===== config.mk =====
export PLATFORM = sky130hd
export DESIGN_NAME = tl_ul_reg_master
export DESIGN_NICKNAME = d
export VERILOG_FILES = /design/src/rtl/tl_ul_pkg.sv /design/src/rtl/tl_ul_timeout.sv /design/src/rtl/tl_ul_reg_master.sv
export SDC_FILE = /design/constraint.sdc
export NUM_CORES = 1
export LEC_CHECK = 0
export CAP_MARGIN = 10
export CORE_UTILIZATION = 45
export CTS_CLUSTER_DIAMETER = 40
export CTS_CLUSTER_SIZE = 28
export DETAILED_ROUTE_END_ITERATION = 8
export PLACE_DENSITY = 0.86
export SLEW_MARGIN = 20
export SYNTH_ARGS = -nofsm -noshare
export SYNTH_HDL_FRONTEND = slang
export SYNTH_SLANG_ARGS = --single-unit

===== constraint.sdc =====
create_clock -name clock -period 5.1 [get_ports clock]
set_clock_uncertainty 0.05 [all_clocks]
set_input_delay 1.275 -clock clock [delete_from_list [all_inputs] [get_ports clock]]
set_output_delay 1.275 -clock clock [all_outputs]
set_load 0.02 [all_outputs]

===== src/rtl/tl_ul_pkg.sv =====
// rtl/tl_ul_pkg.sv - shared TileLink-UL opcodes, sizes and register-master FSM states
package tl_ul_pkg;

    localparam logic [2:0] PUT_FULL        = 3'd0;
    localparam logic [2:0] GET             = 3'd4;

    localparam logic [2:0] ACCESS_ACK      = 3'd0;
    localparam logic [2:0] ACCESS_ACK_DATA = 3'd1;

    localparam logic [1:0] SIZE_WORD       = 2'd2;

    typedef enum logic [1:0] {
        ST_IDLE   = 2'd0,
        ST_A_SEND = 2'd1,
        ST_D_WAIT = 2'd2,
        ST_RSP    = 2'd3
    } master_state_e;

endpackage


===== src/rtl/tl_ul_timeout.sv =====
// rtl/tl_ul_timeout.sv - saturating response-wait counter with clear/enable and expire
module tl_ul_timeout #(
    parameter int unsigned TIMEOUT_CYCLES = 1024
) (
    input  logic clock,
    input  logic reset,
    input  logic clear,   // restart the wait window from zero
    input  logic enable,  // count this cycle
    output logic expire   // counter sits on the last cycle of the window
);

    localparam int unsigned CNT_W = (TIMEOUT_CYCLES == 0) ? 1 : $clog2(TIMEOUT_CYCLES + 1);
    localparam logic [CNT_W-1:0] CNT_SAT  = CNT_W'(TIMEOUT_CYCLES);
    localparam logic [CNT_W-1:0] CNT_LAST = (TIMEOUT_CYCLES == 0) ? '0 : CNT_W'(TIMEOUT_CYCLES - 1);

    logic [CNT_W-1:0] cnt_q;

    // Saturates at TIMEOUT_CYCLES so a stuck enable can never wrap back into the window.
    always_ff @(posedge clock) begin
        if (reset || clear) begin
            cnt_q <= '0;
        end else if (enable && (cnt_q != CNT_SAT)) begin
            cnt_q <= cnt_q + 1'b1;
        end
    end

    // A zero window disables the timeout entirely.
    assign expire = (TIMEOUT_CYCLES != 0) && (cnt_q == CNT_LAST);

endmodule


===== src/rtl/tl_ul_reg_master.sv =====
// rtl/tl_ul_reg_master.sv - single-outstanding TileLink-UL master behind a register req/rsp port
module tl_ul_reg_master
    import tl_ul_pkg::*;
#(
    parameter int unsigned ADDR_W         = 9,
    parameter int unsigned DATA_W         = 32,
    parameter int unsigned TIMEOUT_CYCLES = 1024
) (
    input  logic              clock,
    input  logic              reset,

    input  logic              req_valid,
    output logic              req_ready,
    input  logic              req_write,
    input  logic [ADDR_W-1:0] req_addr,
    input  logic [DATA_W-1:0] req_wdata,

    output logic              rsp_valid,
    input  logic              rsp_ready,
    output logic [DATA_W-1:0] rsp_rdata,
    output logic              rsp_error,
    output logic              rsp_timeout,

    output logic              a_valid,
    input  logic              a_ready,
    output logic [2:0]        a_opcode,
    output logic [ADDR_W-1:0] a_address,
    output logic [DATA_W-1:0] a_data,

    input  logic              d_valid,
    output logic              d_ready,
    input  logic [2:0]        d_opcode,
    input  logic [1:0]        d_param,
    input  logic [1:0]        d_size,
    input  logic              d_source,
    input  logic              d_sink,
    input  logic              d_denied,
    input  logic [DATA_W-1:0] d_data,
    input  logic              d_corrupt,

    output logic              busy,
    output logic              proto_err   // sticky until reset
);

    master_state_e     state_q, state_d;
    logic              cap_write_q, cap_write_d;
    logic [ADDR_W-1:0] cap_addr_q, cap_addr_d;
    logic [DATA_W-1:0] cap_wdata_q, cap_wdata_d;
    logic [DATA_W-1:0] rdata_q, rdata_d;
    logic              error_q, error_d;
    logic              timeout_q, timeout_d;
    logic              stale_q, stale_d;     // a timed-out response may still arrive
    logic              proto_err_q, proto_err_d;

    logic              d_hs;
    logic              d_err;
    logic [2:0]        exp_d_opcode;
    logic              tmo_clear;
    logic              tmo_enable;
    logic              tmo_expire;

    // Fields the far side returns but this master has no use for.
    logic              unused_d_fields;
    assign unused_d_fields = ^{d_param, d_size, d_sink};

    assign d_hs = d_valid && d_ready;

    assign exp_d_opcode = cap_write_q ? ACCESS_ACK : ACCESS_ACK_DATA;
    assign d_err = d_denied
                 | (~cap_write_q & d_corrupt)
                 | (d_opcode != exp_d_opcode)
                 | (d_source != 1'b0);

    // Window restarts on entry to D_WAIT and after a discarded stale beat.
    assign tmo_clear  = (state_q != ST_D_WAIT) || (d_hs && stale_q);
    assign tmo_enable = (state_q == ST_D_WAIT) && !d_hs;

    tl_ul_timeout #(
        .TIMEOUT_CYCLES(TIMEOUT_CYCLES)
    ) u_timeout (
        .clock  (clock),
        .reset  (reset),
        .clear  (tmo_clear),
        .enable (tmo_enable),
        .expire (tmo_expire)
    );

    always_ff @(posedge clock) begin
        if (reset) begin
            state_q     <= ST_IDLE;
            cap_write_q <= 1'b0;
            cap_addr_q  <= '0;
            cap_wdata_q <= '0;
            rdata_q     <= '0;
            error_q     <= 1'b0;
            timeout_q   <= 1'b0;
            stale_q     <= 1'b0;
            proto_err_q <= 1'b0;
        end else begin
            state_q     <= state_d;
            cap_write_q <= cap_write_d;
            cap_addr_q  <= cap_addr_d;
            cap_wdata_q <= cap_wdata_d;
            rdata_q     <= rdata_d;
            error_q     <= error_d;
            timeout_q   <= timeout_d;
            stale_q     <= stale_d;
            proto_err_q <= proto_err_d;
        end
    end

    always_comb begin
        state_d     = state_q;
        cap_write_d = cap_write_q;
        cap_addr_d  = cap_addr_q;
        cap_wdata_d = cap_wdata_q;
        rdata_d     = rdata_q;
        error_d     = error_q;
        timeout_d   = timeout_q;
        stale_d     = stale_q;
        proto_err_d = proto_err_q;

        case (state_q)
            ST_IDLE: begin
                if (req_valid) begin
                    cap_write_d = req_write;
                    cap_addr_d  = req_addr;
                    // Reads put zero on a_data, so capture zero for them.
                    cap_wdata_d = req_write ? req_wdata : '0;
                    if (req_addr[1:0] != 2'b00) begin
                        state_d   = ST_RSP;
                        rdata_d   = '0;
                        error_d   = 1'b1;
                        timeout_d = 1'b0;
                    end else begin
                        state_d   = ST_A_SEND;
                    end
                end
            end

            ST_A_SEND: begin
                if (a_ready) begin
                    state_d = ST_D_WAIT;
                end
            end

            ST_D_WAIT: begin
                if (d_hs) begin
                    if (stale_q) begin
                        stale_d = 1'b0;
                    end else begin
                        state_d   = ST_RSP;
                        error_d   = d_err;
                        timeout_d = 1'b0;
                        rdata_d   = (!cap_write_q && !d_err) ? d_data : '0;
                    end
                end else if (tmo_expire) begin
                    // Far side may still answer later; remember to swallow it.
                    state_d   = ST_RSP;
                    error_d   = 1'b1;
                    timeout_d = 1'b1;
                    rdata_d   = '0;
                    stale_d   = 1'b1;
                end
            end

            ST_RSP: begin
                if (rsp_ready) begin
                    state_d = ST_IDLE;
                end
            end

            default: begin
                state_d = ST_IDLE;
            end
        endcase

        // Beats outside D_WAIT are always dropped; only a pending stale one is legitimate.
        if (d_hs && (state_q != ST_D_WAIT)) begin
            if (stale_q) begin
                stale_d = 1'b0;
            end else begin
                proto_err_d = 1'b1;
            end
        end
    end

    assign req_ready   = (state_q == ST_IDLE)   && !reset;
    assign a_valid     = (state_q == ST_A_SEND) && !reset;
    assign rsp_valid   = (state_q == ST_RSP)    && !reset;
    assign d_ready     = !reset;

    assign a_opcode    = cap_write_q ? PUT_FULL : GET;
    assign a_address   = cap_addr_q;
    assign a_data      = cap_wdata_q;

    assign rsp_rdata   = rdata_q;
    assign rsp_error   = error_q;
    assign rsp_timeout = timeout_q;

    assign busy        = (state_q != ST_IDLE);
    assign proto_err   = proto_err_q;

endmodule


## Word-level counts from Yosys, hierarchy flattened

Index checks and enable logic that the tools add are counted.

| cells by class | value |
|---|---|
| add/sub/neg operators | 1 |
| reductions and logical operators | 23 |
| mux-type cells | 34 |
| equal/unequal tests | 13 |
| bitwise gates (word level) | 6 |

Operators with widths:

| kind | count |
|---|---|
| $mux W32 | 7 |
| $pmux W32 S2 | 1 |
| $mux W1 | 15 |
| $mux W2 | 7 |
| $add A11 B1 Y11 const B | 1 |
| $eq A11 B10 Y1 const B | 1 |
| $ne A11 B11 Y1 const B | 1 |
| $ne A2 B2 Y1 const B | 5 |
| $reduce_and A5 Y1 | 2 |
| $logic_and A1 B1 Y1 | 9 |
| $pmux W2 S4 | 1 |
| $ne A3 B3 Y1 const B | 2 |
| $reduce_bool A2 Y1 | 3 |
| $eq A2 B2 Y1 const B | 2 |
| $logic_not A1 Y1 | 4 |
| $pmux W1 S2 | 2 |
| $reduce_and A2 Y1 | 2 |
| $mux W3 | 1 |
| $ne A3 B1 Y1 | 1 |
| $or A1 B1 Y1 | 3 |
| $eq A2 B1 Y1 const B | 1 |
| $logic_not A2 Y1 | 1 |
| $logic_or A1 B1 Y1 | 2 |
| $not A1 Y1 | 2 |
| $and A1 B1 Y1 | 1 |

| word-level totals | value |
|---|---|
| register bits | 91 |
| input port bits | 91 |

## Depth between registers and ports, before layout

| depth | value |
|---|---|
| depth in word-level cells | 11 |
| mapped depth | 9 |

## By module

Synthesis repeated with hierarchy kept, for this count alone.

| unflattened totals | value |
|---|---|
| cells, all modules | 459 |
| area, all modules | 3834.9 sq um |

Modules (own cells, without submodules):

| module | times used | cells an instance | area each (sq um) |
|---|---|---|---|
| tl_ul_reg_master | 1 | 392 | 3263.1 |
| tl_ul_timeout | 1 | 67 | 571.8 |

## Worst setup path before layout

No wires, ideal clock.

| timing | value |
|---|---|
| path kind | input -> output |
| from | input port reset |
| to | output port a_valid |
| setup slack | 1839 ps |
| required time | 3775 ps |
| stages on the path | 3 |
| arrival time | 1936 ps |
| cells stage by stage | buf_4 > clkbuf_1 > nor2b_1 |

| on the way | value |
|---|---|
| longest elaborated chain between the ends | 2 |

RTL lines:

| item | RTL line | text |
|---|---|---|
| start, declared | tl_ul_reg_master.sv:10 | `input logic reset,` |
| $logic_not A1 Y1 | tl_ul_reg_master.sv:189 | `assign a_valid = (state_q == ST_A_SEND) && !reset;` |
| $logic_and A1 B1 Y1 | tl_ul_reg_master.sv:189 |  |
| end, declared | tl_ul_reg_master.sv:24 | `output logic a_valid,` |

No other way between the ends.

## Worst setup path in the final report

| timing | value |
|---|---|
| from | input port reset |
| to | output port d_ready |

| on the way | value |
|---|---|
| longest elaborated chain between the ends | 1 |

RTL lines:

| item | RTL line | text |
|---|---|---|
| $logic_not A1 Y1 | tl_ul_reg_master.sv:191 | `assign d_ready = !reset;` |
| end, declared | tl_ul_reg_master.sv:31 | `output logic d_ready,` |

No other way between the ends.

==> results.md <==
## Layout
* **final-layout fill cell count** 617
* **Layout area overhead** 49.5%
* **count of placed standard cells in the final layout, fillers left out** 721
* **Antenna diodes** 0
* **Final Instance Area** 0.00572 sq mm
* **fraction of final layout cells with drive strength greater than 1** 4.87%
* **net count of the finished layout** 709
* **Post-Route Utilization** 69.7%

## Synthesis
* **proportion of netlist area held by the largest area contributor** 47.6%
* **number of enable-type register cells in the synthesized netlist** 0
* **commonest cells in the netlist** nand2_1, dfxtp_1, a21oi_1
* **Post-Syn Instances** 458
* **unique cell type count in the Yosys netlist** 42
* **register area share after synthesis** 47.6%
* **FFs w/ async S/R, synth** 0%
* **flip-flop and latch count after synthesis** 91
* **most instantiated flip-flop cell in the synthesis netlist** dfxtp_1
* **main area contributors after synthesis** dfxtp_1, nand2_1, mux2i_1, a21oi_1, nand3_1
* **Synth Cell Area** 0.00383 sq mm
* **cell with the most instances after synthesis** nand2_1
* **top cell type by total area after synthesis** dfxtp_1
* **Yosys warning count** 0
* **average cell area after synthesis** 8.36 sq um

## Clocking
* **CTS-repair resized insts** 0
* **H-tree level count** 3
* **CTS hold repair buffers** 0
* **number of buffers inserted during clock tree synthesis** 9
* **post-CTS setup-driven buffer insertion count** 0
* **Clk Tree Root Cell** clkbuf_8
* **clock latency on the worst-skew pair** 0.35 ns
* **Longest Clk Path Bufs** 2
* **clock transition at the registers of the reported paths** 0.09 ns
* **TritonCTS clock tree** built
* **CTS Sinks** 91

## Global route
* **largest net degree at the start of global routing** 43
* **wire length of the first global-routing pass** 16,400 um
* **Total GRT Usage** 23.5%
* **number of global-route vias before repair** 3,603
* **number of antenna violations at the first check in global routing** 0
* **gr ovfl total** 0

## Setup path
* **kind of end point of the critical path** output port
* **ordered list of cells on the worst path** buf_2 -> clkinv_1 -> clkdlybuf4s50_1
* **startpoint of the most critical setup path** reset
* **max incr delay on CP** 0.58 ns
* **depth of the worst register-to-register path** 6
* **critical register-to-register path startpoint** state_q[0]
* **crit path kind** in -> out
* **Crit path arrival time** 2.55 ns
* **kind of start point of the critical path** input port
* **kind of cell adding the most delay to the critical path** buffers and inverters
* **critical-path cell with the highest stage delay** clkdlybuf4s50_1
* **number of buffers and inverters on the critical path** 3
* **critical path peak fanout** 34
* **data required time at the worst endpoint** 3.77 ns
* **CP Depth** 3

## Routing
* **DRC violations left** 0
* **initial detailed-routing violation count** 168
* **Pre-Repair DR Iteration Count** 4
* **routed vias/inst** 5.17
* **Detailed Route WL** 10,500 um
* **antenna-violating nets left** 0
* **Wirelength per Cell** 14.5 um
* **vias after detailed routing** 3,725

## Placement
* **number of buffers added on ports** 167
* **number of cells after detailed placement** 705
* **post-placement setup slack** 1.20 ns
* **Post-DP Area** 0.00552 sq mm
* **final weighted congestion in routability-driven placement** 0.845
* **half-perimeter wire length after placement** 7660 um

## Job
* **max_cap viols** 0

## Floorplan
* **Chip Height** 94.3 um
* **area of the die** 0.00888 sq mm
* **number of placement rows** 33
* **I/O pin count** 175
* **Starting Density** 46.6%
* **chip width** 94.3 um
* **placeable core area** 0.00822 sq mm

## Min path
* **startpoint of the lowest-slack hold path** a_data[14]
* **number of cells on the worst hold path** 2
* **HP Class** reg -> reg

## STA
* **sum of negative setup slack** 0 ns
* **ratio of final minimum period to clock period** 76.1%
* **RSZ-0062 raised after global routing** false
* **Slew Limit Fails** 0
* **least setup slack across all paths after layout** 1.22 ns
* **tightest hold margin** 0.406 ns
* **Slew @ Worst Pin** 0.633 ns
* **remaining max-slew budget at the tightest pin** 57.8%
* **Fin. Hold Viols** 0
* **post-layout min period** 3.88 ns
* **Max Clock Freq** 0.258 GHz
* **final number of setup-violating endpoints** 0

## Power
* **Tot Pwr** 1.92 mW
* **Static Leakage** 2.16 nW
* **PD cells** 336 mW/mm^2
* **Peak VDD IR** 0.181 mV

## Run status
* **run status** completed

==> cell usage in the layout, fill, tap and decap left out, types with 6 or more instances in the layout <==
cell type / instances
mux2i_1: 34
nand3_1: 36
nand4_1: 6
o21ai_0: 6
clkdlybuf4s50_1: 165
a21oi_1: 50
inv_1: 12
buf_4: 6
nor2_1: 12
nor2b_1: 6
dfxtp_1: 91
clkbuf_8: 11
nand2_1: 127
ha_1: 7
==> logic make-up after synthesis <==
| group | after synthesis | share of synthesized area, % |
|---|---|---|
| buffers and inverters | 45 | 5.49 |
| DFF | 91 | 47.6 |
| and+or+nand+nor | 209 | 24.4 |
| other | 1 | 0.0979 |
| AOI/OAI and AO/OA | 67 | 10.3 |
| muxes | 35 | 9.18 |
| adders and majority gates | 7 | 2.29 |
| xor gates and xnor gates | 3 | 0.686 |
==> final timing paths <==
| check | end | slack, ns |
|---|---|---|
| setup / recovery | d_ready | 1.22 |
| hold / removal | a_data[14] | 0.41 |
| setup reg to reg | rsp_rdata[12] | 2.82 |
| hold reg to reg | a_data[14] | 0.41 |
==> area by class of cell <==
class / count / area [sq um] / share of cell area (%)
Clock buffer: 11 / 151 / 2.64
Clock inverter: 5 / 58.8 / 1.03
Sequential cell: 91 / 1820 / 31.8
Timing Repair Buffer: 173 / 1710 / 29.8
Multi-Input combinational cell: 323 / 1810 / 31.5
Tap cell: 105 / 131 / 2.30
Inverter: 13 / 48.8 / 0.852
==> worst register-to-register path: cells and delay by family (launching register included) <==
kind            cells  cell delay [ns]
mux                 1             0.23
buf+inv             3             0.69
fa+ha+maj           1             0.38
compound gates      1             0.53
flops               1             0.34
==> where the power goes <==
part / switching [mW] / internal [mW]
sequential: 0.0309 / 0.764
combinational: 0.342 / 0.278
clock: 0.256 / 0.254
total: 0.628 / 1.30
==> metal layers <==
metal	wire [um]	track usage, %	share of wire (%)
met3	551	5.91	5.3
met2	5340	40.2	51
met4	345	11.7	3.3
met1	4230	27.0	40
met5	0	0	0
==> state kept, by name, summed over array words and instances (netlist names) <==
signal           count
a_data              32
rsp_rdata           32
u_timeout.cnt_q     11
a_address            9
state_q              2
cap_write_q          1
proto_err            1
rsp_error            1
rsp_timeout          1
stale_q              1
Power figures use the tool's default switching activity.
